**config.mk**
```make
export PLATFORM = sky130hd
export DESIGN_NAME = converter_f2fx
export DESIGN_NICKNAME = d
export VERILOG_FILES = /design/src/rtl/converter_f2fx.sv
export SDC_FILE = /design/constraint.sdc
export NUM_CORES = 1
export LEC_CHECK = 0
export CAP_MARGIN = 0
export CORE_AREA = 3 3 167 169
export DETAILED_ROUTE_END_ITERATION = 6
export DIE_AREA = 0 0 170 172
export PLACE_DENSITY = 0.53
export REMOVE_ABC_BUFFERS = 1
export SYNTH_ARGS = -nofsm -noshare
export SYNTH_HDL_FRONTEND = slang
export SYNTH_SLANG_ARGS = --single-unit
```
**constraint.sdc**
```tcl
create_clock -name i_CLK -period 8.4 [get_ports i_CLK]
set_input_delay 1.68 -clock i_CLK [delete_from_list [all_inputs] [get_ports i_CLK]]
set_output_delay 1.68 -clock i_CLK [all_outputs]
set_load 0.05 [all_outputs]
```
**src/rtl/converter_f2fx.sv**
```systemverilog
// converter_f2fx: IEEE-754 single to signed Q(OUT_W-FRAC_W).FRAC_W fixed
// point with selectable rounding, sign-correct saturation and status flags.
module converter_f2fx #(
   parameter int OUT_W      = 32,
   parameter int FRAC_W     = 0,
   parameter int ROUND_MODE = 0
) (
   input  logic             i_CLK,
   input  logic             i_RST,
   input  logic [31:0]      i_A,
   input  logic             i_A_STB,
   output logic             o_A_ACK,
   output logic [OUT_W-1:0] o_Z,
   output logic             o_Z_STB,
   input  logic             i_Z_ACK,
   output logic             o_OVF,
   output logic             o_INEXACT,
   output logic             o_INV
);

   typedef enum logic [2:0] {
      S_GET, S_UNPACK, S_SHIFT, S_ROUND, S_PUT
   } state_t;

   typedef enum logic [1:0] {
      C_NORM, C_ZERO, C_INF, C_NAN
   } cls_t;

   // Smallest shift whose result can no longer fit in OUT_W bits.
   localparam logic signed [9:0] K_BIG = 10'(OUT_W - 23);

   state_t                 r_state;
   state_t                 w_next;
   logic [31:0]            r_a;
   logic                   r_s;
   cls_t                   r_cls;
   logic                   r_den;
   logic [23:0]            r_mant;
   logic signed [9:0]      r_k;
   logic [OUT_W-1:0]       r_mag;
   logic                   r_guard;
   logic                   r_sticky;
   logic                   r_big;

   logic [7:0]             w_e;
   logic [22:0]            w_m;
   cls_t                   w_cls;
   logic signed [9:0]      w_k;
   logic                   w_big;
   logic [OUT_W-1:0]       w_shl;
   logic [4:0]             w_n;
   logic [48:0]            w_shr;
   logic                   w_inc;
   logic [OUT_W:0]         w_r;
   logic                   w_povf;
   logic                   w_novf;
   logic                   w_ovf;
   logic [OUT_W-1:0]       w_maxp;
   logic [OUT_W-1:0]       w_maxn;
   logic [OUT_W-1:0]       w_sat;
   logic [OUT_W-1:0]       w_z;
   logic                   w_ovf_f;
   logic                   w_inx_f;
   logic                   w_inv_f;

   assign w_e = r_a[30:23];
   assign w_m = r_a[22:0];
   assign w_k = signed'(10'(w_e)) + signed'(10'(FRAC_W)) - 10'sd150;

   always_comb begin
      w_cls = C_NORM;
      if (w_e == 8'hFF)
         w_cls = (w_m != 23'd0) ? C_NAN : C_INF;
      else if (w_e == 8'h00)
         w_cls = C_ZERO;
   end

   assign w_big = (r_k >= K_BIG);
   assign w_shl = OUT_W'(r_mant) << r_k[5:0];
   assign w_n   = 5'(-r_k);
   assign w_shr = {r_mant, 25'd0} >> w_n;

   always_comb begin
      w_inc = 1'b0;
      if (ROUND_MODE == 1)
         w_inc = r_guard;
      else if (ROUND_MODE == 2)
         w_inc = r_guard & (r_sticky | r_mag[0]);
   end

   assign w_r    = {1'b0, r_mag} + {{OUT_W{1'b0}}, w_inc};
   assign w_povf = w_r[OUT_W] | w_r[OUT_W-1];
   assign w_novf = w_r[OUT_W] | (w_r[OUT_W-1] & (|w_r[OUT_W-2:0]));
   assign w_ovf  = r_big | (r_s ? w_novf : w_povf);
   assign w_maxp = {1'b0, {(OUT_W-1){1'b1}}};
   assign w_maxn = {1'b1, {(OUT_W-1){1'b0}}};
   assign w_sat  = r_s ? w_maxn : w_maxp;

   always_comb begin
      w_z     = '0;
      w_ovf_f = 1'b0;
      w_inx_f = 1'b0;
      w_inv_f = 1'b0;
      unique case (r_cls)
         C_NAN: w_inv_f = 1'b1;
         C_INF: begin
            w_z     = w_sat;
            w_ovf_f = 1'b1;
         end
         C_ZERO: w_inx_f = r_den;
         default: begin
            if (w_ovf) begin
               w_z     = w_sat;
               w_ovf_f = 1'b1;
               w_inx_f = 1'b1;
            end else begin
               w_z     = r_s ? -w_r[OUT_W-1:0] : w_r[OUT_W-1:0];
               w_inx_f = r_guard | r_sticky;
            end
         end
      endcase
   end

   always_comb begin
      w_next = r_state;
      unique case (r_state)
         S_GET:    if (o_A_ACK && i_A_STB) w_next = S_UNPACK;
         S_UNPACK: w_next = S_SHIFT;
         S_SHIFT:  w_next = S_ROUND;
         S_ROUND:  w_next = S_PUT;
         S_PUT:    if (o_Z_STB && i_Z_ACK) w_next = S_GET;
         default:  w_next = S_GET;
      endcase
   end

   always_ff @(posedge i_CLK) begin
      if (i_RST) begin
         r_state   <= S_GET;
         o_A_ACK   <= 1'b0;
         o_Z_STB   <= 1'b0;
         o_Z       <= '0;
         o_OVF     <= 1'b0;
         o_INEXACT <= 1'b0;
         o_INV     <= 1'b0;
         r_a       <= '0;
         r_s       <= 1'b0;
         r_cls     <= C_ZERO;
         r_den     <= 1'b0;
         r_mant    <= '0;
         r_k       <= '0;
         r_mag     <= '0;
         r_guard   <= 1'b0;
         r_sticky  <= 1'b0;
         r_big     <= 1'b0;
      end else begin
         r_state <= w_next;
         unique case (r_state)
            S_GET: begin
               if (o_A_ACK && i_A_STB) begin
                  r_a     <= i_A;
                  o_A_ACK <= 1'b0;
               end else begin
                  o_A_ACK <= 1'b1;
               end
            end
            S_UNPACK: begin
               r_s    <= r_a[31];
               r_cls  <= w_cls;
               r_den  <= (w_e == 8'h00) && (w_m != 23'd0);
               r_mant <= {1'b1, w_m};
               r_k    <= w_k;
            end
            S_SHIFT: begin
               r_mag    <= '0;
               r_guard  <= 1'b0;
               r_sticky <= 1'b0;
               r_big    <= 1'b0;
               if (w_big) begin
                  r_big <= 1'b1;
               end else if (!r_k[9]) begin
                  r_mag <= w_shl;
               end else if (r_k <= -10'sd26) begin
                  r_sticky <= 1'b1;
               end else begin
                  r_mag    <= OUT_W'(w_shr[48:25]);
                  r_guard  <= w_shr[24];
                  r_sticky <= |w_shr[23:0];
               end
            end
            S_ROUND: begin
               o_Z       <= w_z;
               o_OVF     <= w_ovf_f;
               o_INEXACT <= w_inx_f;
               o_INV     <= w_inv_f;
               o_Z_STB   <= 1'b1;
            end
            S_PUT: begin
               // Re-arm input acceptance on the same edge to reach 5-cycle throughput.
               if (o_Z_STB && i_Z_ACK) begin
                  o_Z_STB <= 1'b0;
                  o_A_ACK <= 1'b1;
               end
            end
            default: ;
         endcase
      end
   end

endmodule

```
== Word level (Yosys, flattened, before mapping) ==
Cells that the tools add are included.
Cells by class
  $add $sub $neg: 3
  magnitude comparators: 2
  equal/unequal tests: 10
  shift operators: 2
  muxes and demuxes: 31
  bitwise logic cells: 3
  reduce and logical (&&, ||, !) cells: 16
Operator list (number)
  two-way mux 32 bit: 5
  case mux 32 bit (2 select lines): 1
  right shift 49 x 5 -> 49 bit: 1
  negation 32 bit: 1
  left shift 24 x 6 -> 32 bit: 1
  OR reduction 31 bit: 1
  two-way mux 24 bit: 1
  OR reduction 24 bit: 1
  nonzero test 23 bit: 1
  two-way mux 1 bit: 16
  case mux 3 bit (5 select lines): 1
  >= comparator 9 x 5 -> 1 bit, second input constant: 1
  less-or-equal comparator 9 x 6 -> 1 bit, second input constant: 1
  subtractor 8 x 8 -> 9 bit, second input constant: 1
  == test 8 bit, second input constant: 1
  logical NOT 8 bit: 1
  case mux 1 bit (2 select lines): 4
  AND reduction 2 bit: 4
  == test 3 x 2 -> 1 bit, second input constant: 2
  two-way mux 3 bit: 2
  negation 5 bit: 1
  == test 2 bit, second input constant: 2
  inequality test 2 bit, second input constant: 2
  nonzero test 2 bit: 2
  other kinds (9): 13
Storage, ports and cells
  flip-flop bits (word level): 144
  output and inout port bits: 37
  logic and storage cells: 84

== Longest topological paths before layout ==
  word-level depth: 6
  gate-level depth with buffers: 16
  gate-level depth less buffers: 9

== Worst setup path after synthesis ==
OpenSTA, ideal clock, no wires.
  kind: reg2reg
  from: register r_k[1]
  to: register r_sticky
  arrival time: 3794 ps
  data required time: 8268 ps
  setup slack: 4474 ps
  cell stages (with the launch flop): 14
  cells stage by stage: dfxtp_1 > clkbuf_1 > buf_2 > buf_1 > inv_1 > ha_1 > buf_2 > mux2_1 > mux4_2 > mux2i_1 > nand4_1 > or4_1 > o31ai_1 > a21oi_1
Between the ends
  longest elaborated chain between the ends: 6
RTL lines
  start: declaration: line 39  | logic signed [9:0] r_k;
  start signal: assignment: line 171  | r_k <= w_k;
  negation 5 bit: line 80  | assign w_n = 5'(-r_k);
  right shift 49 x 5 -> 49 bit: line 81  | assign w_shr = {r_mant, 25'd0} >> w_n;
  OR reduction 24 bit: line 187  | r_sticky <= |w_shr[23:0];
  two-way mux 1 bit: line 182  | end else if (r_k <= -10'sd26) begin
  two-way mux 1 bit: line 180  | end else if (!r_k[9]) begin
  two-way mux 1 bit (*): line 178  | if (w_big) begin
  end signal: assignment: line 187
  end: declaration: line 42  | logic r_sticky;
Every way passes the cells marked *; elsewhere a longest branch is shown, timed or not.
A chain may end at the register's enable or synchronous reset.

== Worst setup path after layout ==
  from: register r_k[0]
  to: register r_sticky
Same word-level chain as after synthesis.

==> flow_summary.rst <==
.. list-table::
   :header-rows: 1

   * - Metric
     - Value
   * - Worst hold path class
     - reg -> reg
   * - Last weighted congestion value of the routability-driven placer
     - 0.9050
   * - Cell depth of the worst min-delay path
     - 2
   * - Final total negative setup slack
     - 0 ns
   * - DP Wirelength
     - 21,040 um
   * - Clock insertion delay at the later pin of the skew report
     - 0.43 ns
   * - Crit-path leading delay family
     - buffers and inverters
   * - FFs w/ async S/R, synth
     - 0
   * - Fraction of post-synthesis cell area in the top cell type by area
     - 0.3136
   * - Launch instance of the worst register-to-register path
     - r_k[0]
   * - Die extent in x
     - 170 um
   * - WP buf/inv
     - 3
   * - Total of endpoints with negative setup slack in the final report
     - 0
   * - Area growth from synthesis to final layout
     - 16.34%
   * - Average wire per standard cell
     - 18.87 um
   * - Max-slew headroom
     - 0.1293
   * - Switching part of the total power
     - 0.3221
   * - Hold-fix buffers, CTS
     - 0
   * - CP max-delay cell
     - sky130_fd_sc_hd__mux4_2
   * - Root buffer selected by CTS
     - sky130_fd_sc_hd__clkbuf_16
   * - Area of the placeable core
     - 0.02673 mm^2
   * - Wire length of the first global-routing pass
     - 46,540 um
   * - Clock buffer count from CTS
     - 17
   * - Initial antenna violation count
     - 0
   * - H-tree level count
     - 4
   * - Data arrival time of the worst path
     - 4.68 ns
   * - Quantity of gates resized following cts
     - 0
   * - Antenna Violating Nets Remaining
     - 0
   * - DRC Markers
     - 0
   * - Synth Area per Inst
     - 7.845 um^2
   * - Final-report max-slew violation count
     - 0
   * - Max frequency
     - 0.2276 GHz
   * - Power density over cell area
     - 180.1 mW/mm^2
   * - Sequential share of the synthesized area
     - 0.3136
   * - GR Util All Layers
     - 0.1996
   * - Setup Crit Path Kind
     - reg -> reg
   * - Leakage
     - 3.788 nW
   * - Top-level I/O count
     - 73
   * - Cells along the critical path
     - buf_4 > inv_2 > ha_1 > buf_4 > mux2_1 > mux4_2 > mux2i_1 > nand4_1 > or4_1 > o31ai_1 > a21oi_1
   * - Final number of hold-violating endpoints
     - 0
   * - Number of buffers on the longest clock path
     - 2
   * - Finished Core Util
     - 0.4002
   * - Origin of the worst min-delay path
     - o_OVF
   * - Aggregate routed wire length
     - 29,060 um
   * - Peak supply drop
     - 0.0001051 V
   * - Number of max-cap violations
     - 0
   * - Power share of the combinational group
     - 0.228
   * - Average via count per standard cell
     - 5.614
   * - Share of final-layout standard cells stronger than drive strength 1
     - 0.1184
   * - Critical path's most frequent cell
     - sky130_fd_sc_hd__buf_4
   * - Cells after synthesis
     - 1,172
   * - Clock-pin slew of the registers on the worst-case setup and hold paths
     - 0.06 ns
   * - Run status
     - completed
   * - Part of the power in registers
     - 0.386
   * - Num rows
     - 60
   * - Setup repair after global routing missed its margin
     - false
   * - Post-synth EDFFs
     - 0
   * - Top flip-flop cell by instance count after synthesis
     - sky130_fd_sc_hd__dfxtp_1
   * - Count of state elements after synthesis
     - 144
   * - CP peak stage delay
     - 0.51 ns
   * - Internal Power
     - 1.306 mW
   * - Final-stage net count
     - 1,228
   * - Hold EP
     - o_OVF
   * - Kind of start point of the critical path
     - flop
   * - Final worst path period need
     - 4.393 ns
   * - Die Ht
     - 172 um
   * - Pin count of the biggest net entering global routing
     - 68
   * - Final Cycle Share
     - 0.5230
   * - Data required time at the worst endpoint
     - 8.68 ns
   * - FF-to-FF path depth
     - 11
   * - Reg-to-reg critical path endpoint
     - r_sticky
   * - Net Sw Power
     - 620.6 uW
   * - Number of buffer cells added on primary ports
     - 72
   * - Count of routing violations after the opening detailed-route iteration
     - 626
   * - Initial core utilization
     - 0.3440
   * - Dominant cells by area after synthesis
     - sky130_fd_sc_hd__dfxtp_1, sky130_fd_sc_hd__nand2_1, sky130_fd_sc_hd__mux4_2
   * - Setup slack, reg-to-reg
     - 4.01 ns
   * - Unique cell type count in the Yosys netlist
     - 76
   * - Clock skew
     - 0.01256 ns
   * - Clock tree from TritonCTS
     - yes
   * - Remaining global-route overflow
     - 0
   * - Slew @ Worst Pin
     - 1.306 ns
   * - Number of clock sinks
     - 144
   * - Largest driver fanout on the critical path
     - 41
   * - Yosys warning count
     - 0
   * - Clock share of power
     - 0.386
   * - Postcts setup bufs
     - 0
   * - Via Count
     - 8,645
   * - Cell type with the largest total area after synthesis
     - sky130_fd_sc_hd__dfxtp_1
   * - Die Area
     - 0.02924 mm^2
   * - Summed instance area of the synthesized netlist
     - 0.009194 mm^2
   * - Vias in the first global route
     - 8,019
   * - Number of antenna cells inserted
     - 0
   * - Number of optimization iterations in the first detailed-route pass
     - 6
   * - Critical path endpoint category
     - flop
-- layout make-up --
cell class,instances,area (um^2)
fillers,2817,16030
multi-input cells,914,5876
flip-flops and latches,144,2884
repair buffers,94,883.3
clock buffers,22,484.2
well taps,341,426.7
clock inverters,9,82.58
inverters,16,60.06
-- tightest hold or removal path: stages (launching register included) --
cell	delay, ns
sky130_fd_sc_hd__dfxtp_1	0.31
sky130_fd_sc_hd__nand2_1	0.05
sky130_fd_sc_hd__a21oi_1	0.05
-- stage by stage --
step                instance area (um^2)  hold slack, ns  instances  setup slack (ns)  power (mW)
floorplan                           8797          0.4260       1074             2.893       1.041
global placement                   10130          0.4449       1509             4.058       1.197
detailed placement                 10130          0.4476       1509             4.030       1.196
CTS                                10700          0.4556       1540             4.016       1.944
global route                       10700          0.4720       1540             3.652       2.013
finish                             10700          0.4512       1540             4.007       1.926
-- flip-flops by register name (all words and copies together), names as in the netlist, 2 cells and up --
signal,cells
r_mag,32
r_mant,24
r_a,32
r_k,9
r_state,3
o_Z,32
r_cls,2
-- synth_stat cells (3+ instances only) --
master	instances
sky130_fd_sc_hd__o22ai_1	12
sky130_fd_sc_hd__inv_1	15
sky130_fd_sc_hd__or4_1	7
sky130_fd_sc_hd__o211ai_1	6
sky130_fd_sc_hd__a31oi_1	12
sky130_fd_sc_hd__a21oi_1	145
sky130_fd_sc_hd__a32oi_1	4
sky130_fd_sc_hd__and3_1	3
sky130_fd_sc_hd__o41ai_1	4
sky130_fd_sc_hd__or2_2	3
sky130_fd_sc_hd__xor2_1	7
sky130_fd_sc_hd__buf_1	6
sky130_fd_sc_hd__a211oi_1	12
sky130_fd_sc_hd__xnor2_1	9
sky130_fd_sc_hd__nor2_1	98
sky130_fd_sc_hd__a22oi_1	10
sky130_fd_sc_hd__or3b_1	4
sky130_fd_sc_hd__a221oi_1	3
sky130_fd_sc_hd__mux2_1	6
sky130_fd_sc_hd__nand2_1	209
sky130_fd_sc_hd__nor2b_1	7
sky130_fd_sc_hd__nor3b_1	5
sky130_fd_sc_hd__mux4_2	33
sky130_fd_sc_hd__nand2b_1	5
sky130_fd_sc_hd__mux2_2	34
sky130_fd_sc_hd__nand4_1	11
sky130_fd_sc_hd__clkbuf_1	78
sky130_fd_sc_hd__ha_1	5
sky130_fd_sc_hd__dfxtp_1	144
sky130_fd_sc_hd__o31ai_1	12
sky130_fd_sc_hd__a222oi_1	4
sky130_fd_sc_hd__o21ai_0	83
sky130_fd_sc_hd__mux2i_1	45
sky130_fd_sc_hd__and2_1	6
sky130_fd_sc_hd__nand3_1	15
sky130_fd_sc_hd__nor4_1	18
sky130_fd_sc_hd__nor3_1	28
sky130_fd_sc_hd__or3_1	7
sky130_fd_sc_hd__buf_2	11
-- worst max path at each step --
stage                      start  cells past startpoint       end
after floorplan           r_k[0]                      9  r_sticky
after global placement    r_k[0]                     11  r_sticky
after detailed placement  r_k[0]                     11  r_sticky
after CTS                 r_k[0]                     11  r_sticky
after global routing      r_k[0]                     11  r_sticky
final                     r_k[0]                     11  r_sticky
-- power groups by stage --
stage / sequential, mW / clock [mW] / combinational (mW)
after global routing: 0.748 / 0.784 / 0.481
after detailed placement: 0.759 / 0 / 0.437
final: 0.744 / 0.743 / 0.439
after floorplan: 0.781 / 0 / 0.260
after global placement: 0.759 / 0 / 0.439
after CTS: 0.744 / 0.762 / 0.439
-- placed cells by master (no fill, tap or decap), types with 28 or more instances in the layout --
cell type	Yosys	final
sky130_fd_sc_hd__nand2_1	209	209
sky130_fd_sc_hd__a21oi_1	145	145
sky130_fd_sc_hd__dfxtp_1	144	143
sky130_fd_sc_hd__nor2_1	98	97
sky130_fd_sc_hd__o21ai_0	83	83
sky130_fd_sc_hd__clkdlybuf4s50_1	0	71
sky130_fd_sc_hd__mux2i_1	45	45
sky130_fd_sc_hd__mux2_2	34	34
sky130_fd_sc_hd__mux4_2	33	33
sky130_fd_sc_hd__nor3_1	28	28
-- cells by family after synthesis --
group                      synth area share
buffers and inverters               0.04967
xor gates and xnor gates            0.01524
muxes                                0.1788
AOI/OAI and AO/OA                    0.2137
DFF                                  0.3136
adders and majority gates          0.006805
and+or+nand+nor                      0.2222
-- per-layer routing --
metal | up-vias | global-route usage | part of all wire
li1 | 4301 | - | -
met1 | 4077 | 0.2744 | 0.47
met2 | 233 | 0.3227 | 0.46
met3 | 34 | 0.03155 | 0.046
met4 | 0 | 0.06490 | 0.024
met5 | - | 0 | 0
(Power assumes the default switching activity.)
